===== config.mk =====
export PLATFORM = sky130hd
export DESIGN_NAME = div_frac_n_prog_flat
export DESIGN_NICKNAME = d
export VERILOG_FILES = /design/src/rtl/div_frac_n_prog_if.sv /design/src/rtl/div_frac_n_prog.sv /design/src/flat_wrapper.sv
export SDC_FILE = /design/constraint.sdc
export NUM_CORES = 1
export LEC_CHECK = 0
export BUFFER_PORTS_ARGS = -buffer_cell sky130_fd_sc_hd__clkbuf_2
export CAP_MARGIN = 5
export CORE_UTILIZATION = 30
export CTS_CLUSTER_DIAMETER = 120
export DETAILED_ROUTE_END_ITERATION = 8
export SYNTH_ARGS = -nofsm -noshare
export SYNTH_HDL_FRONTEND = slang
export SYNTH_SLANG_ARGS = --single-unit

===== constraint.sdc =====
create_clock -name i_clk -period 6.85 [get_ports i_clk]
set_clock_uncertainty 0.1 [all_clocks]
set_input_delay 0.685 -clock i_clk [delete_from_list [all_inputs] [get_ports i_clk]]
set_output_delay 0.685 -clock i_clk [all_outputs]
set_load 0.01 [all_outputs]

===== src/rtl/div_frac_n_prog_if.sv =====
// Control/status bundle for the fractional-N clock divider.
// The master drives ratio and enable; the slave returns the divided clock and status.
interface div_frac_n_prog_if #(
    parameter int CNT_W = 8
) ();
    logic             en;
    logic             load;
    logic [CNT_W-1:0] div_n;
    logic             half;
    logic             div_clk;
    logic             tick;
    logic             cfg_pend;
    logic             cfg_err;

    modport master (
        output en, load, div_n, half,
        input  div_clk, tick, cfg_pend, cfg_err
    );

    modport slave (
        input  en, load, div_n, half,
        output div_clk, tick, cfg_pend, cfg_err
    );
endinterface


===== src/rtl/div_frac_n_prog.sv =====
// Runtime-programmable /N and /N+0.5 clock divider with boundary-aligned config updates.
// Optional macro DIV_DUTY50_EN adds a negedge flop giving 50% duty for odd integer N.
module div_frac_n_prog #(
    parameter int CNT_W    = 8,
    parameter int DEF_N    = 3,
    parameter int DEF_HALF = 1
) (
    input  logic              i_clk,
    input  logic              i_rst,
    div_frac_n_prog_if.slave  io_bus
);
    localparam int CW = CNT_W + 1;  // 2N+1 needs one extra bit

    logic [CW-1:0]    r_cnt;
    logic [CNT_W-1:0] r_act_n;
    logic [CNT_W-1:0] r_pend_n;
    logic             r_act_half;
    logic             r_pend_half;
    logic             r_pend;
    logic             r_err;
    logic             r_run;
    logic             r_a;
    logic             r_b;
    logic             r_tick;

    logic [CW-1:0]    w_len;
    logic [CW-1:0]    w_high;
    logic [CW-1:0]    w_high_nx;
    logic [CW-1:0]    w_cnt_nx;
    logic [CNT_W-1:0] w_n_nx;
    logic             w_half_nx;
    logic             w_wrap;
    logic             w_apply;
    logic             w_run_nx;
    logic             w_illegal;

    function automatic logic [CW-1:0] high_time(input logic [CNT_W-1:0] n, input logic h);
        logic [CW-1:0] n_ext;
        n_ext = {1'b0, n};
        return h ? ((n_ext + CW'(1)) >> 1) : (n_ext >> 1);
    endfunction

    always_comb begin
        w_len     = r_act_half ? {r_act_n, 1'b1} : {1'b0, r_act_n};
        w_high    = high_time(r_act_n, r_act_half);
        w_wrap    = r_run && (r_cnt == w_len - CW'(1));
        // An idle divider has no period to protect, so a pending config lands at once.
        w_apply   = r_pend && (!r_run || w_wrap);
        w_n_nx    = w_apply ? r_pend_n    : r_act_n;
        w_half_nx = w_apply ? r_pend_half : r_act_half;
        w_run_nx  = (!r_run || w_wrap) ? io_bus.en : 1'b1;
        w_cnt_nx  = (!r_run || w_wrap) ? '0 : r_cnt + CW'(1);
        w_high_nx = high_time(w_n_nx, w_half_nx);
        w_illegal = (io_bus.div_n == '0) || ((io_bus.div_n == CNT_W'(1)) && !io_bus.half);
    end

    // NOTE: sequential state uses <= so every flop samples pre-edge values; the
    // reset branch comes first so it overrides load/en in the same cycle.
    always_ff @(posedge i_clk) begin
        if (i_rst) begin
            r_cnt       <= '0;
            r_act_n     <= CNT_W'(DEF_N);
            r_act_half  <= 1'(DEF_HALF);
            r_pend_n    <= CNT_W'(DEF_N);
            r_pend_half <= 1'(DEF_HALF);
            r_pend      <= 1'b0;
            r_err       <= 1'b0;
            r_run       <= 1'b0;
            r_a         <= 1'b0;
            r_tick      <= 1'b0;
        end else begin
            r_cnt      <= w_cnt_nx;
            r_run      <= w_run_nx;
            r_act_n    <= w_n_nx;
            r_act_half <= w_half_nx;
            r_a        <= w_run_nx && (w_cnt_nx < w_high_nx);
            r_tick     <= w_run_nx && (w_cnt_nx == '0);
            r_err      <= io_bus.load && w_illegal;
            if (io_bus.load) begin
                r_pend      <= 1'b1;
                r_pend_n    <= w_illegal ? CNT_W'(2) : io_bus.div_n;
                r_pend_half <= w_illegal ? 1'b0 : io_bus.half;
            end else if (w_apply) begin
                r_pend <= 1'b0;
            end
        end
    end

    // Second pulse of a half-mode wrap: rises mid-cycle at cnt==N, lasts H periods.
    always_ff @(negedge i_clk) begin
        if (i_rst) begin
            r_b <= 1'b0;
        end else begin
            r_b <= r_run && r_act_half && (r_cnt >= {1'b0, r_act_n})
                   && (r_cnt < {1'b0, r_act_n} + w_high);
        end
    end

`ifdef DIV_DUTY50_EN
    logic r_ext;

    // Half-cycle stretch of pulse A for odd integer N.
    always_ff @(negedge i_clk) begin
        if (i_rst) begin
            r_ext <= 1'b0;
        end else begin
            r_ext <= r_run && !r_act_half && r_act_n[0] && (r_cnt == w_high - CW'(1));
        end
    end

    assign io_bus.div_clk = r_a | (r_run & (r_b | r_ext));
`else
    assign io_bus.div_clk = r_a | (r_run & r_b);
`endif

    assign io_bus.tick     = r_tick;
    assign io_bus.cfg_pend = r_pend;
    assign io_bus.cfg_err  = r_err;
endmodule

===== src/flat_wrapper.sv =====
// flat-port wrapper written by rule: the top's interface ports become plain ports
module div_frac_n_prog_flat 
#(
    parameter int CNT_W    = 8,
    parameter int DEF_N    = 3,
    parameter int DEF_HALF = 1
)
  (i_clk, i_rst, io_bus_en, io_bus_load, io_bus_div_n, io_bus_half, io_bus_div_clk, io_bus_tick, io_bus_cfg_pend, io_bus_cfg_err);
  div_frac_n_prog_if #(.CNT_W(CNT_W)) io_bus_i ();
  input  logic i_clk;
  input  logic i_rst;
  input wire logic [$bits(io_bus_i.en)-1:0] io_bus_en;
  input wire logic [$bits(io_bus_i.load)-1:0] io_bus_load;
  input wire logic [$bits(io_bus_i.div_n)-1:0] io_bus_div_n;
  input wire logic [$bits(io_bus_i.half)-1:0] io_bus_half;
  output wire logic [$bits(io_bus_i.div_clk)-1:0] io_bus_div_clk;
  output wire logic [$bits(io_bus_i.tick)-1:0] io_bus_tick;
  output wire logic [$bits(io_bus_i.cfg_pend)-1:0] io_bus_cfg_pend;
  output wire logic [$bits(io_bus_i.cfg_err)-1:0] io_bus_cfg_err;
  assign io_bus_i.en = io_bus_en;
  assign io_bus_i.load = io_bus_load;
  assign io_bus_i.div_n = io_bus_div_n;
  assign io_bus_i.half = io_bus_half;
  assign io_bus_div_clk = io_bus_i.div_clk;
  assign io_bus_tick = io_bus_i.tick;
  assign io_bus_cfg_pend = io_bus_i.cfg_pend;
  assign io_bus_cfg_err = io_bus_i.cfg_err;
  div_frac_n_prog #(.CNT_W(CNT_W), .DEF_N(DEF_N), .DEF_HALF(DEF_HALF)) u_core (.i_clk(i_clk), .i_rst(i_rst), .io_bus(io_bus_i));
endmodule

# [Word-level counts from Yosys, hierarchy flattened]
# Index checks and enable logic that the tools add are counted.
[op_classes] reduce_logical=16 addsub=5 magnitude_cmp=3 n_eq_ne=2 n_mux=11 n_bitwise=2
[op_table] cell="8-bit two-way mux" count=4
[op_table] cell="8-bit by 1-bit adder with 9-bit output, second input constant" count=2
[op_table] cell="9-bit less-than comparator" count=2
[op_table] cell="9-bit two-way mux" count=2
[op_table] cell="8-bit by 9-bit adder with 9-bit output" count=1
[op_table] cell="9-bit by 1-bit adder with 9-bit output, second input constant" count=1
[op_table] cell="9-bit == test" count=1
[op_table] cell="9-bit by 8-bit greater-or-equal comparator with 1-bit output" count=1
[op_table] cell="1-bit logical AND" count=9
[op_table] cell="9-bit zero test" count=1
[op_table] cell="9-bit by 1-bit subtractor with 9-bit output, second input constant" count=1
[op_table] cell="8-bit by 1-bit == test with 1-bit output, second input constant" count=1
[op_table] cell="8-bit zero test" count=1
[op_table] cell="1-bit two-way mux" count=5
[op_table] cell="1-bit zero test" count=2
[op_table] cell="1-bit logical OR" count=2
[op_table] cell="2-bit nonzero test" count=1
[op_table] cell="1-bit AND" count=1
[op_table] cell="1-bit bitwise OR" count=1
[word_totals] output_inout_bits=4 ff_bits=33

# [Longest topological paths before layout]
[logic_depth] ltp_word=11 depth_mapped=21 mapped_depth_nobuf=17

==> out/summary.txt <==
YOSYS
--------------------------------------------------------------------------------------------------
Leading post-synthesis cells by cell area ........................................... sky130_fd_sc_hd__dfxtp_1 (23%), sky130_fd_sc_hd__ha_1 (14%), sky130_fd_sc_hd__xnor2_1 (7.2%)
Synth top area share ................................................................        22.5%
Number of synthesis warnings ........................................................            0
Synthesized-area fraction occupied by adder cells ...................................        15.2%
Synthesized-area fraction occupied by and/or/nand/nor cells .........................        20.0%
Ys flop type ........................................................................ sky130_fd_sc_hd__dfxtp_1
Synthesized area per cell ...........................................................    8.11 um^2
Count of distinct cell types in the synthesized netlist .............................           49
Post-synthesis cell type with the largest combined area ............................. sky130_fd_sc_hd__dfxtp_1
Sequential fraction of the synthesis area ...........................................        22.5%
Multiplexer area fraction after synthesis ...........................................        6.48%
Cell count after synthesis ..........................................................          362
Main combinational cell family by area after synthesis .............................. simple AND/OR/NAND/NOR gates
Share of flip-flops with an asynchronous set or reset after synthesis ...............           0%
Share of the synthesized netlist area taken by xor and xnor gates ...................        11.9%
FF+latch count, synth ...............................................................           33
Net count after synthesis ...........................................................          410
Fraction of the mapped netlist area in compound gates ...............................        17.4%
Synthesized area ....................................................................    2930 um^2
Number of flops mapped to enable cells by yosys .....................................            0

WORST SETUP PATH
--------------------------------------------------------------------------------------------------
Highest cell delay on the worst timing path .........................................       400 ps
Setup crit start .................................................................... u_core.r_act_n[1]
Cell with the largest stage delay on the worst path ................................. sky130_fd_sc_hd__fa_1
Crit path launch type ...............................................................         flop
CP Capture Type .....................................................................         flop
Critical path class .................................................................   reg -> reg
Critical path peak fanout ...........................................................           11
Data required time of the critical path .............................................      3560 ps
Arrival @ worst endpoint ............................................................      3150 ps
Cell family contributing the most delay on the critical path ........................  adder cells
Worst flop-to-flop path startpoint .................................................. u_core.r_act_n[1]
Total buffers and inverters traversed by the critical path ..........................            1
Cells along the critical path ....................................................... ha_1 > nand2_1 > o21ai_0 > ha_1 > inv_1 > fa_1 > nor2b_1 > o21ai_0 > a21oi_1 > o21ai_0 > nand2b_1 > xnor2_1 > ha_1 > o21ai_0 > a21oi_1 > nor3_1 > o211a_1
Most used cell, CP .................................................................. sky130_fd_sc_hd__o21ai_0

GLOBAL ROUTE
--------------------------------------------------------------------------------------------------
Via count of the first global-routing pass ..........................................         2456
Global-route wire length before repair ..............................................      11.6 mm
Maximum number of pins on one net before global-route repair ........................           32
Number of antenna violations at the first check in global routing ...................            0
Global route total overflow .........................................................            0
Total routing usage reported by global routing ......................................        14.4%

POWER AND IR DROP
--------------------------------------------------------------------------------------------------
Worst-case vdd ir drop ..............................................................     0.108 mV
Switching share of power ............................................................        31.2%
Internal power ......................................................................   0.000334 W
Pwr per Cell Area ...................................................................  150 nW/um^2
Part of the power in the clock network ..............................................        32.6%
Sequential Power Share ..............................................................        43.5%
P_leak ..............................................................................      1.51 nW
Net switching power figure ..........................................................   0.000152 W
Gate power share ....................................................................        24.0%

CTS
--------------------------------------------------------------------------------------------------
Post-CTS Hold Buffers ...............................................................            0
Post-cts repair resize count ........................................................            0
Clock Sink Count ....................................................................           33
Clock insertion delay at the later pin of the skew report ...........................       290 ps
Number of setup buffers added after CTS .............................................            0
Worst-case clock buffer depth .......................................................            2
H-tree level count ..................................................................            2
Clock transition time at the flip-flop clock pins of the worst setup and hold paths .        70 ps
CTS root buf ........................................................................ sky130_fd_sc_hd__clkbuf_8
Cts bufs inserted ...................................................................            5
TritonCTS clock tree ................................................................        built

TIMING
--------------------------------------------------------------------------------------------------
Count of pins over their slew limit .................................................            0
Worst Hold Slack ....................................................................       432 ps
Final hold violation count ..........................................................            0
Worst-margin pin slew ...............................................................       654 ps
Finish-stage setup viols ............................................................            0
Setup TNS Final .....................................................................         0 ps
Max-slew headroom ...................................................................        56.4%
RSZ-0062 raised after global routing ................................................           no

FLOORPLAN
--------------------------------------------------------------------------------------------------
Row Count ...........................................................................           35
Effective utilization at floorplan ..................................................        31.3%
Number of top-level pins ............................................................           17
Die outline width ...................................................................       101 um
Die boundary height .................................................................       101 um
Total Die Area ......................................................................   10200 um^2
Area of the core region .............................................................    9370 um^2

FINISH
--------------------------------------------------------------------------------------------------
Number of antenna diodes ............................................................            0
Layout cell share with drive strength beyond 1 ......................................        11.5%
Net count of the finished layout ....................................................          422
Synth-to-layout area growth .........................................................        10.5%
Final instance area .................................................................    3240 um^2

DRT
--------------------------------------------------------------------------------------------------
Routed length per instance ..........................................................      13.2 um
Initial detailed-routing violation count ............................................          175
Routed vias/inst ....................................................................         4.95
Total routed wirelength .............................................................      6.65 mm
Remaining design rule violation count ...............................................            0
Routed vias .........................................................................         2488
DRT antenna net count ...............................................................            0
First-pass iteration count of the detailed router ...................................            4

WORST HOLD PATH
--------------------------------------------------------------------------------------------------
Launch instance of the worst min-delay path ......................................... u_core.r_pend_n[0]
Hold Path Class .....................................................................   reg -> reg

PLACE
--------------------------------------------------------------------------------------------------
Instance area after placement .......................................................    3150 um^2
Routability congestion estimate from global placement ...............................        0.868
Number of buffer cells added on primary ports .......................................           16
HPWL Detailed .......................................................................      5.24 mm

RUN STATUS
--------------------------------------------------------------------------------------------------
Result of the run ................................................................... finished clean

FLOW RUN
--------------------------------------------------------------------------------------------------
Max-cap violation count .............................................................            0

## per-layer routing
metal  vias to the layer above  part of all wire, %  global-route usage, %
met5                         -                    0                      0
met4                         0                  1.7                   3.57
met3                        11                  2.6                   1.66
li1                       1300                    -                      -
met2                        35                   46                   24.9
met1                      1142                   50                   19.0
## layout make-up
class	count	area [um^2]
multi-input cells	286	2080
repair buffers	28	170
fillers	1013	6130
clock buffers	6	82.6
well taps	129	161
clock inverters	2	11.3
inverters	19	71.3
flip-flops and latches	33	662
## cells in the mapped netlist (2+ instances only)
cell type / count
sky130_fd_sc_hd__a211o_1: 4
sky130_fd_sc_hd__a211oi_1: 3
sky130_fd_sc_hd__a21boi_0: 2
sky130_fd_sc_hd__a21o_1: 10
sky130_fd_sc_hd__a21oi_1: 23
sky130_fd_sc_hd__and3_1: 7
sky130_fd_sc_hd__buf_1: 2
sky130_fd_sc_hd__buf_2: 10
sky130_fd_sc_hd__buf_4: 2
sky130_fd_sc_hd__clkbuf_1: 8
sky130_fd_sc_hd__dfxtp_1: 33
sky130_fd_sc_hd__ha_1: 34
sky130_fd_sc_hd__inv_1: 20
sky130_fd_sc_hd__mux2i_1: 19
sky130_fd_sc_hd__nand2_1: 13
sky130_fd_sc_hd__nand2b_1: 5
sky130_fd_sc_hd__nand3_1: 12
sky130_fd_sc_hd__nand4_1: 7
sky130_fd_sc_hd__nor2_1: 35
sky130_fd_sc_hd__nor2b_1: 3
sky130_fd_sc_hd__nor3_1: 15
sky130_fd_sc_hd__nor3b_1: 2
sky130_fd_sc_hd__nor4_1: 4
sky130_fd_sc_hd__o2111ai_1: 2
sky130_fd_sc_hd__o21a_1: 2
sky130_fd_sc_hd__o21ai_0: 21
sky130_fd_sc_hd__o21ai_1: 2
sky130_fd_sc_hd__or3_1: 2
sky130_fd_sc_hd__or3b_2: 2
sky130_fd_sc_hd__xnor2_1: 24
sky130_fd_sc_hd__xor2_1: 16
## metrics by stage
stage / util, % / power (W) / instances / setup WS, ps
final: 34.6 / 0.000486 / 503 / 413
after global placement: 33.6 / 0.000333 / 496 / 302
after detailed placement: 33.6 / 0.000334 / 496 / 219
after global routing: 34.6 / 0.000515 / 503 / 52.0
after floorplan: - / 0.000304 / 362 / 158
after CTS: 34.6 / 0.000492 / 503 / 259
## worst paths after layout
check | to | slack, ps | cells after the start
setup reg to reg | u_core.r_b | 410 | 17
setup / recovery | u_core.r_b | 410 | 17
hold reg to reg | u_core.r_pend_n[0] | 430 | 2
hold / removal | u_core.r_pend_n[0] | 430 | 2
## sequential cells by signal (all words and copies together) (netlist names)
| name | flops |
|---|---|
| u_core.io_bus.cfg_pend | 1 |
| u_core.r_act_n | 8 |
| u_core.io_bus.tick | 1 |
| u_core.r_cnt | 9 |
| u_core.r_pend_n | 8 |
| u_core.r_run | 1 |
| u_core.r_b | 1 |
| u_core.io_bus.cfg_err | 1 |
| u_core.r_act_half | 1 |
| u_core.r_a | 1 |
| u_core.r_pend_half | 1 |
## worst min-delay path, delay by kind of cell (launching register included)
| family | cells | cell delay, ps |
|---|---|---|
| compound gates | 2 | 130 |
| flops | 1 | 370 |
## power groups by stage
stage / clock [W] / sequential, W / combinational [W]
after global placement: 0.00000183 / 0.000215 / 0.000116
after detailed placement: 0.00000183 / 0.000215 / 0.000117
final: 0.000158 / 0.000211 / 0.000116
after global routing: 0.000168 / 0.000213 / 0.000134
after floorplan: 0.00000183 / 0.000211 / 0.0000911
after CTS: 0.000163 / 0.000211 / 0.000118
## logic make-up after synthesis
family | after synthesis
compound gates | 78
buf+inv | 43
xor+xnor | 40
fa+ha+maj | 35
mux | 19
simple gates | 114
flops | 33
## placed cells by master (no fill, tap or decap), types with 15 or more instances in the layout
master	count
sky130_fd_sc_hd__nor2_1	35
sky130_fd_sc_hd__ha_1	34
sky130_fd_sc_hd__dfxtp_1	32
sky130_fd_sc_hd__xnor2_1	24
sky130_fd_sc_hd__a21oi_1	23
sky130_fd_sc_hd__o21ai_0	21
sky130_fd_sc_hd__inv_1	20
sky130_fd_sc_hd__mux2i_1	19
sky130_fd_sc_hd__xor2_1	16
sky130_fd_sc_hd__clkbuf_2	16
sky130_fd_sc_hd__nor3_1	15
Note: power is estimated with default switching activity, not from simulation.
